**src/rtl/word_narrow_serializer.sv**
```systemverilog
`default_nettype none
//==============================================================================
// Module      : word_narrow_serializer
// Description : Narrows a multi-byte word onto an 8-bit valid/ready stream,
//               either serializing every byte or emitting one narrowed byte
//               with a signed-8-bit overflow flag. Optional macro
//               NARROW_SATURATE_EN saturates out-of-range narrowed values.
// Revision    : 1.0 - initial release
//==============================================================================
module word_narrow_serializer #(
    parameter int WORD_BYTES = 4,
    parameter bit MSB_FIRST  = 1'b0
) (
    input  logic                    clk,
    input  logic                    rst_n,
    input  logic [8*WORD_BYTES-1:0] in_word,
    input  logic                    in_mode,
    input  logic                    in_valid,
    output logic                    in_ready,
    output logic [7:0]              out_byte,
    output logic                    out_valid,
    input  logic                    out_ready,
    output logic                    out_last,
    output logic                    ovf,
    output logic                    busy
);

    localparam int c_W  = 8 * WORD_BYTES;
    localparam int c_CW = (WORD_BYTES > 1) ? $clog2(WORD_BYTES) : 1;
    localparam logic [c_CW-1:0] c_LAST = c_CW'(WORD_BYTES - 1);

    typedef enum logic [0:0] {
        S_IDLE = 1'b0,
        S_SEND = 1'b1
    } state_t;

    state_t          r_state;
    state_t          w_next_state;
    logic [c_W-1:0]  r_word;
    logic            r_mode;
    logic [c_CW-1:0] r_count;
    logic            r_ovf;
    logic [7:0]      r_narrow_byte;

    logic            w_fit;
    logic            w_capture;
    logic            w_xfer;
    logic            w_last;
    logic [7:0]      w_narrow_byte;
    logic [c_CW-1:0] w_idx;

    // Word fits a sign-extended byte when bits above bit 6 all match
    assign w_fit = (&in_word[c_W-1:7]) | ~(|in_word[c_W-1:7]);

`ifdef NARROW_SATURATE_EN
    assign w_narrow_byte = w_fit ? in_word[7:0]
                                 : (in_word[c_W-1] ? 8'h80 : 8'h7F);
`else
    assign w_narrow_byte = in_word[7:0];
`endif

    assign w_idx     = MSB_FIRST ? (c_LAST - r_count) : r_count;
    assign w_capture = (r_state == S_IDLE) && in_valid;
    assign w_xfer    = (r_state == S_SEND) && out_ready;
    assign w_last    = r_mode || (r_count == c_LAST);
    assign ovf       = r_ovf;

    always_comb begin
        w_next_state = r_state;
        in_ready     = 1'b0;
        out_valid    = 1'b0;
        out_byte     = 8'h00;
        out_last     = 1'b0;
        busy         = 1'b0;
        case (r_state)
            S_IDLE: begin
                in_ready = 1'b1;
                if (in_valid) begin
                    w_next_state = S_SEND;
                end
            end
            S_SEND: begin
                out_valid = 1'b1;
                busy      = 1'b1;
                out_last  = w_last;
                out_byte  = r_mode ? r_narrow_byte : r_word[{w_idx, 3'b000} +: 8];
                if (out_ready && w_last) begin
                    w_next_state = S_IDLE;
                end
            end
            default: w_next_state = S_IDLE;
        endcase
    end

    always_ff @(posedge clk or negedge rst_n) begin
        if (!rst_n) begin
            r_state       <= S_IDLE;
            r_word        <= '0;
            r_mode        <= 1'b0;
            r_count       <= '0;
            r_ovf         <= 1'b0;
            r_narrow_byte <= 8'h00;
        end else begin
            r_state <= w_next_state;
            if (w_capture) begin
                r_word        <= in_word;
                r_mode        <= in_mode;
                r_count       <= '0;
                r_ovf         <= in_mode & ~w_fit;
                r_narrow_byte <= w_narrow_byte;
            end else if (w_xfer) begin
                // Count returns to zero only through the final transfer
                r_count <= w_last ? '0 : r_count + 1'b1;
            end
        end
    end

endmodule
`default_nettype wire
```
**config.mk**
```make
export PLATFORM = sky130hd
export DESIGN_NAME = word_narrow_serializer
export DESIGN_NICKNAME = d
export VERILOG_FILES = /design/src/rtl/word_narrow_serializer.sv
export SDC_FILE = /design/constraint.sdc
export NUM_CORES = 1
export LEC_CHECK = 0
export BUFFER_PORTS_ARGS = -buffer_cell sky130_fd_sc_hd__buf_2
export CORE_ASPECT_RATIO = 0.6
export CORE_MARGIN = 2
export CORE_UTILIZATION = 35
export DETAILED_ROUTE_END_ITERATION = 6
export PLACE_DENSITY_LB_ADDON = 0.2
export SLEW_MARGIN = 10
export SYNTH_ARGS = -nofsm -noshare
export SYNTH_HDL_FRONTEND = slang
export SYNTH_SLANG_ARGS = --single-unit
```
**constraint.sdc**
```tcl
create_clock -name clk -period 1.35 [get_ports clk]
set_input_delay 0.0675 -clock clk [delete_from_list [all_inputs] [get_ports clk]]
set_output_delay 0.0675 -clock clk [all_outputs]
set_load 0.01 [all_outputs]
```
==> metrics <==
status complete, but fails checks; failing checks setup timing; ANT cells 0; setup tns final -2180 ps; vias in the first global route 1555; core area 0.00503 mm²; worst skew pair latency 280 ps; Boundary Pins 50; Clock Skew 3.04 ps; share of the synthesized area in the top cell type 50.9%; setup ws final -285 ps; CTS root buf clkbuf_8; die area 0.00581 mm²; register area share after synthesis 50.9%; power density over cell area 2260 mW/mm²; Yosys reg bits 37; Fmax achieved 612 MHz; syn_nets 188; Worst Path Arrival 1570 ps; crit end category primary output; post-synthesis cell count 150; vias 1501; Synth Cell Area 0.00182 mm²; GRT Overall Usage 17.3%; total clock sinks 37; grt ovf 0; Min-Delay Path Class in -> reg; share of layout cells above drive strength 1 55.6%; Final nets 263; Worst slew margin 68.3%; minimum clock period 1630 ps; WL per Instance 16.6 µm; Slew Viols, Final 0; Die Y 59.9 µm; TritonCTS clock tree yes; drt pass-1 iters 7; Clock Path Buffers 2; Antenna Nets Post-Route 0; Detailed Route WL 4840 µm; Num CTS Buffers 5; Avg Cell Area, Syn 12.1 µm²; worst-margin pin slew 475 ps; Leak 1.13 nW; critical setup path kind reg -> out; list of most frequent post-synthesis cells dfrtp_1 (37), mux2_2 (21), nor2_1 (13), mux2_1 (12); Area growth syn-to-layout 41.4%; final std cells w/o fill 291; Worst VDD drop 0.000658 V; Startpoint Class flip-flop; warnings from Yosys 0; Post-synth EDFFs 0; initial antenna violation count 0; top_reg_cell synth dfrtp_1; DP Cell Count 274; gpl congestion 0.776; internal reg-to-reg setup slack -70 ps; Worst EP required 1280 ps; most area-consuming cells after synthesis dfrtp_1 (51%), mux2_2 (13%), mux2_1 (7.4%); # port buffers 49; row count 20; final hold violation count 0; overall power 5.83 mW; Hold WS 10.4 ps; vias per cell 5.16; DP HPWL 3260 µm; Crit Path Max Fanout 4; Initial Utilization 36.2%; cell with the most instances after synthesis dfrtp_1; pre-CTS setup slack -62.5 ps; RSZ-0062 raised after global routing yes; final setup fails 11; Die Wd 97.1 µm; largest net degree at the start of global routing 38; Synth cell types 28; DRC 0; Synth area leader dfrtp_1; initial drt markers 68; Async SR Flop Fraction 100%; Clock transition at path regs 70 ps; Tcrit/Tclk final 121%; max cap viols 0; H-Tree Depth 2; first-pass GRT wire length 7710 µm
worst paths after layout:
kind | from | end | depth (start not counted)
min in group asynchronous | rst_n | r_word[13] | 3
setup / recovery | r_count[1] | out_byte[6] | 5
hold / removal | in_word[3] | r_word[3] | 2
hold reg to reg | r_word[4] | r_word[4] | 1
max in group asynchronous | rst_n | r_count[0] | 3
setup reg to reg | r_count[0] | r_count[1] | 7
metal layers:
layer / global-route usage, % / up-vias / routed length, µm
li1: - / 715 / -
met1: 23.3 / 747 / 2340
met2: 28.2 / 35 / 2210
met3: 3.98 / 4 / 233
met4: 6.04 / 0 / 55
met5: 0 / - / 0
flip-flops by register name, summed over array words and instances, names as in the netlist:
| signal | count |
|---|---|
| r_state | 1 |
| ovf | 1 |
| r_count | 2 |
| r_word | 32 |
| r_mode | 1 |
report_power, final:
| group | switching (mW) | total [mW] | internal [mW] |
|---|---|---|---|
| combinational | 1.29 | 2.98 | 1.69 |
| sequential | 0.397 | 2.08 | 1.68 |
| clock | 0.372 | 0.777 | 0.405 |
layout by cell type (no fill, tap or decap), types with 6 or more instances in the layout:
master	n
mux2i_1	7
mux2_1	12
buf_4	21
dfrtp_1	35
buf_2	43
nand4_1	6
clkbuf_8	6
o221a_2	8
mux2_2	21
buf_6	8
nor2_1	10
per-stage QoR:
stage          utilization (%)  cell area, µm²
2_1_floorplan                -            1830
3_3_place_gp              44.8            2250
3_5_place_dp              44.8            2250
4_1_cts                   49.5            2490
5_1_grt                   51.2            2570
6_report                  51.2            2570
cell families (layout without fill, tap and decap cells):
kind of cell,after synthesis,count (layout),share of synthesized area [%]
AOI/OAI and AO/OA,24,24,10.4
adders and majority gates,1,1,0.687
buffers and inverters,11,86,2.82
DFF,37,37,50.9
muxes,41,41,24.8
and+or+nand+nor,36,36,10.4
area by class of cell:
cell class | instances | area, µm²
Timing Repair Buffer | 77 | 538
Tap cell | 66 | 82.6
Inverter | 2 | 7.51
Multi-Input combinational cell | 102 | 932
Sequential cell | 37 | 928
Clock buffer | 7 | 86.3
Fill cell | 444 | 2450
worst max-delay path, stage by stage (launching register included):
cell     delay, ps
dfrtp_2        440
buf_4          160
nor3b_2        170
a21oi_1         80
o221a_2        310
buf_6          120
repair_timing:
action / in CTS / in global routing
endpoints found under the hold margin: 39 / 0
cloned: 0 / 1
resized for setup: 19 / 10
hold buffers: 3 / 0
pin swaps: 12 / 5
endpoints found under the setup margin: 11 / 12
buffers inserted: 4 / 2
(Power assumes the default switching activity.)
